--- config.mk ---
export PLATFORM = sky130hd
export DESIGN_NAME = exc_ctrl
export DESIGN_NICKNAME = d
export VERILOG_FILES = /design/src/rtl/exc_ctrl_pkg.sv /design/src/rtl/exc_ctrl_irq_sync.sv /design/src/rtl/exc_ctrl.sv
export SDC_FILE = /design/constraint.sdc
export NUM_CORES = 1
export LEC_CHECK = 0
export CORE_MARGIN = 4
export CORE_UTILIZATION = 40
export CTS_BUF_LIST = sky130_fd_sc_hd__clkbuf_4 sky130_fd_sc_hd__clkbuf_8
export CTS_CLUSTER_DIAMETER = 120
export DETAILED_ROUTE_END_ITERATION = 10
export PLACE_DENSITY = 0.81
export SYNTH_ARGS = -nofsm -noshare
export SYNTH_HDL_FRONTEND = slang
export SYNTH_HIERARCHICAL = 1
export SYNTH_SLANG_ARGS = --single-unit
--- constraint.sdc ---
create_clock -name clk -period 2.37 [get_ports clk]
set_clock_uncertainty 0.1 [all_clocks]
set_input_delay 0.474 -clock clk [delete_from_list [all_inputs] [get_ports clk]]
set_output_delay 0.474 -clock clk [all_outputs]
set_load 0.03 [all_outputs]
--- src/rtl/exc_ctrl_pkg.sv ---
// exc_defs: shared definitions for the exception front end.
//   Cause codes written to CP0 ExcCode, CP0 status bit positions,
//   and the controller state encoding.
package exc_defs;
    localparam logic [4:0] INT = 5'd0;
    localparam logic [4:0] SYS = 5'd8;
    localparam logic [4:0] BP  = 5'd9;
    localparam logic [4:0] TR  = 5'd13;

    localparam int IE     = 0;
    localparam int SYS_EN = 1;
    localparam int BP_EN  = 2;
    localparam int TR_EN  = 3;
    localparam int IM_LSB = 8;

    typedef enum logic [1:0] {
        IDLE    = 2'd0,
        ISSUE   = 2'd1,
        HANDLER = 2'd2
    } state_t;
endpackage

--- src/rtl/exc_ctrl_irq_sync.sv ---
// irq_sync: multi-flop synchronizer followed by a rising-edge detector.
//   clk    - system clock
//   rst    - asynchronous active-low reset
//   i_irq  - asynchronous interrupt line
//   o_rise - one-cycle pulse on a synchronized 0->1 transition
module irq_sync #(
    parameter int STAGES = 2
) (
    input  logic clk,
    input  logic rst,
    input  logic i_irq,
    output logic o_rise
);
    logic [STAGES-1:0] r_sync;
    logic              r_prev;

    always_ff @(posedge clk or negedge rst) begin
        if (!rst) begin
            r_sync <= '0;
            r_prev <= 1'b0;
        end else begin
            r_sync <= {r_sync[STAGES-2:0], i_irq};
            r_prev <= r_sync[STAGES-1];
        end
    end

    assign o_rise = r_sync[STAGES-1] & ~r_prev;
endmodule

--- src/rtl/exc_ctrl.sv ---
// exc_ctrl: exception/interrupt front end feeding the CP0 register file.
//   clk, rst              - clock, asynchronous active-low reset
//   instr_valid, pc       - decode-stage instruction valid and its address
//   syscall/brk/teq_taken - decoded synchronous trap requests
//   eret_in               - decoded eret
//   irq                   - asynchronous interrupt lines
//   status                - CP0 status (enables and interrupt masks)
//   exception, eret       - registered one-cycle pulses to CP0
//   cause, exc_pc         - ExcCode and EPC value, held between events
//   stall                 - freezes PC/decode while an event issues
//   irq_pending           - latched, not-yet-serviced interrupt edges
module exc_ctrl
    import exc_defs::*;
#(
    parameter int N_IRQ       = 4,
    parameter int SYNC_STAGES = 2
) (
    input  logic             clk,
    input  logic             rst,
    input  logic             instr_valid,
    input  logic [31:0]      pc,
    input  logic             syscall,
    input  logic             brk,
    input  logic             teq_taken,
    input  logic             eret_in,
    input  logic [N_IRQ-1:0] irq,
    input  logic [31:0]      status,
    output logic             exception,
    output logic             eret,
    output logic [4:0]       cause,
    output logic [31:0]      exc_pc,
    output logic             stall,
    output logic [N_IRQ-1:0] irq_pending
);
    state_t             r_state, w_next;
    logic               r_exception, r_eret;
    logic [4:0]         r_cause;
    logic [31:0]        r_exc_pc;
    logic [N_IRQ-1:0]   r_pending;
    logic [N_IRQ-1:0]   w_rise, w_int_vec, w_grant;
    logic               w_eval, w_sys, w_bp, w_tr, w_ret, w_int, w_sync, w_win;
    logic [4:0]         w_code;

    for (genvar g = 0; g < N_IRQ; g++) begin : g_sync
        irq_sync #(.STAGES(SYNC_STAGES)) u_sync (
            .clk   (clk),
            .rst   (rst),
            .i_irq (irq[g]),
            .o_rise(w_rise[g])
        );
    end

    // Nothing is evaluated during ISSUE; decode is frozen by stall.
    assign w_eval    = r_state != ISSUE;
    assign w_sys     = w_eval & instr_valid & syscall & status[SYS_EN];
    assign w_bp      = w_eval & instr_valid & brk & status[BP_EN];
    assign w_tr      = w_eval & instr_valid & teq_taken & status[TR_EN];
    assign w_ret     = instr_valid & eret_in & (r_state == HANDLER);
    assign w_int_vec = r_pending & status[IM_LSB +: N_IRQ];
    assign w_int     = (r_state == IDLE) & status[IE] & |w_int_vec;
    assign w_sync    = w_ret | w_sys | w_bp | w_tr;
    assign w_win     = w_sync | w_int;
    assign w_code    = w_ret ? INT : w_sys ? SYS : w_bp ? BP : w_tr ? TR : INT;
    // Isolate the lowest set bit: only the winning line is cleared.
    assign w_grant   = (w_int & ~w_sync) ? (w_int_vec & (~w_int_vec + N_IRQ'(1))) : '0;
    assign stall     = w_win | (r_state == ISSUE);

    always_ff @(posedge clk or negedge rst) begin
        if (!rst)
            r_state <= IDLE;
        else
            r_state <= w_next;
    end

    // The eret pulse is high exactly during ISSUE, so it tells where ISSUE returns to.
    always_comb begin
        w_next = r_state;
        if (r_state == ISSUE)
            w_next = r_eret ? IDLE : HANDLER;
        else if (w_win)
            w_next = ISSUE;
    end

    always_ff @(posedge clk or negedge rst) begin
        if (!rst) begin
            r_exception <= 1'b0;
            r_eret      <= 1'b0;
            r_cause     <= '0;
            r_exc_pc    <= '0;
            r_pending   <= '0;
        end else begin
            r_exception <= w_win;
            r_eret      <= w_ret;
            // A fresh edge on the line being cleared keeps it pending.
            r_pending   <= (r_pending & ~w_grant) | w_rise;
            if (w_win) begin
                r_cause  <= w_code;
                r_exc_pc <= pc;
            end
        end
    end

    assign exception   = r_exception;
    assign eret        = r_eret;
    assign cause       = r_cause;
    assign exc_pc      = r_exc_pc;
    assign irq_pending = r_pending;
endmodule

==> impl_metrics.toml, run 1 <==
[layout]
finalNonFillerCells = 327
mostFrequentLayoutCell = "clkdlybuf4s50_1"
drive_gt1_share_pct = 29.6
final_area_sq_um = 3520
diodes = 0
nets = 331
synthToLayoutAreaGrowth_pct = 57.9
layout_common_cells = "88 x clkdlybuf4s50_1, 55 x dfrtp_1, 28 x mux2_4"

[critical_path]
required_ns = 1.80
cp-start-kind = "input port"
worstSetupEndpointType = "output pin"
worstPathArrival_ns = 1.76
path_class = "input port to output pin"
r2r_slack_ns = 0.30
r2r_end = "exc_pc[26]"
r2r_start = "r_state[0]"
critPathMaxFanout = 2
r2r_cells = 6

[sta]
setup-violations-final = 0
fin_crit_sh_pct = 98.5
slew_violations = 0
hold_violations = 0
max_freq_mhz = 428
min_period_ns = 2.33

[global_route]
grt_pass1_vias = 1549
grtUsageTotal_pct = 15.0
globalRoute.totalOverflow = 0
grt_pass1_wl_um = 7620
antenna_found_initial = 0
grt_max_degree = 24

[synth]
synthCells = 140
syn_avg_cell_area_sq_um = 15.9
syn_area_sq_um = 2230
yosysUniqueCellTypes = 31
yosysSeqAreaShare_pct = 61.7
synth_warnings = 6
synth_seq_cells = 55

[floorplanning]
io_pins = 119
start_util_pct = 42.4
row_count = 26
core-area_sq_um = 5270
die_x_um = 82.7
die_h_um = 82.7
die-area_sq_um = 6840

[pwr]
power.density_nw_per_um2 = 1330
ir_drop_mv = 0.749
p_leak_nw = 1.58
finalPower_mw = 4.68

[detailed_routing]
drc = 0
routed_wl_um = 5000
drt-pass1-iter-count = 4
num_vias = 1534
post_drt_via_cell_ratio = 4.69
wl_per_cell_um = 15.3
ant_nets = 0
drt_iter0_markers = 61

[cts]
cts.htree.levels = 2
clkTransAtPathRegs_ns = 0.10
cts_tree = "done"
root_buffer = "clkbuf_8"
clk-insertion-delay-late_ns = 0.31
ctsHoldBuffers = 0
cts_buffer_depth = 2
cts_buffers = 5
cts_sinks = 55

[hold_path]
hold_class = "input port to asynchronous set/reset pin"

[place]
dp.cells = 314
portBuffers = 92
place_congestion = 0.762
place_area_sq_um = 3330
hpwl_um = 3750

[status]
status = "finished, final reports clean"

[run]
cap_violations = 0
==> cells in the mapped netlist (all sizes together) <==
master    n  area share [%]
dfrtp    55              62
mux2     32              21
nand2     6             1.0
a21oi     5             1.1
buf       5             2.2
nand3     5             1.7
nor2b     5             2.7
nor2      4            0.67
nand3b    3             1.0
o22a      3             1.2
a21o      2            0.73
a222oi    1            0.45
a22o      1            0.39
a22oi     1            0.34
a32oi     1            0.39
a41oi     1            0.39
and3      1            0.28
and3b     1            0.39
and4      1            0.39
conb      1            0.17
inv       1            0.17
nand2b    1            0.28
nand4b    1            0.39
o21a      1            0.34
o2bb2ai   1            0.39
or3b      1            0.39
==> how the worst max path moves through the flow <==
stage	startpoint	end	slack, ns
after floorplan	irq_pending[2]	stall	0.33
after global placement	status[0]	exc_pc[27]	-0.15
after detailed placement	status[0]	exc_pc[26]	-0.15
after CTS	status[10]	stall	0.005
after global routing	status[1]	stall	-0.01
final	eret_in	stall	0.04
==> final cells by class <==
type | count | area [sq um]
fillers | 395 | 1750
flip-flops and latches | 55 | 1380
repair buffers | 113 | 1100
multi-input cells | 80 | 835
well taps | 70 | 87.6
clock buffers | 6 | 82.6
clock inverters | 2 | 35.0
inverters | 1 | 3.75
==> worst max-delay path: stages <==
cell and delay [ns]:
clkdlybuf4s50_1 0.43, a22o_1 0.25, a21o_1 0.20, nor2_2 0.15
nand3_2 0.10, buf_6 0.15
==> report_power, final <==
| group | total [mW] | leakage (nW) | switching, mW | internal, mW |
|---|---|---|---|---|
| clock network | 0.645 | 0.0612 | 0.303 | 0.342 |
| logic | 2.54 | 0.885 | 1.23 | 1.31 |
| registers | 1.50 | 0.637 | 0.209 | 1.29 |
==> repair_timing <==
item,CTS,global route
pin swaps,2,3
buffers inserted,2,3
gates resized for setup,5,6
endpoints found under the setup margin,1,1
==> through the flow <==
step,setup TNS (ns),setup slack [ns],hold WS [ns],util [%]
2_1_floorplan,0,0.331,0.0784,-
3_5_place_dp,-3.64,-0.152,0.235,63.2
5_1_grt,-0.0128,-0.0128,0.0256,66.9
3_3_place_gp,-3.69,-0.148,0.233,63.2
6_report,0,0.0358,0.00956,66.9
4_1_cts,0,0.00514,0.0250,66.2
==> flip-flops by register name (all words and copies together) (netlist names) <==
register / cells
cause: 3
eret: 1
exc_pc: 32
exception: 1
g_sync.u_sync/r_prev: 4
g_sync.u_sync/r_sync: 8
irq_pending: 4
r_state: 2
==> logic make-up after synthesis <==
kind of cell | after synthesis | share of synthesized area, %
AO/OA/AOI/OAI | 17 | 5.72
buffers and inverters | 6 | 2.35
flip-flops | 55 | 61.7
multiplexers | 32 | 20.9
other | 1 | 0.168
AND/OR/NAND/NOR | 29 | 9.25
==> metal layers <==
layer / global-route usage (%) / up-vias / routed length (um)
met5: 0 / - / 0
met4: 3.92 / 0 / 14
met3: 5.86 / 2 / 430
met2: 23.4 / 57 / 2450
met1: 19.5 / 743 / 2110
li1: - / 732 / -
No activity file was read; power rests on OpenSTA's default activity.
==> inputs of run 2 (changes only) <==
CAP_MARGIN = 5   (was unset)
==> results of run 2 <==
Final layout, timing and power as in run 1 (identical DEF).
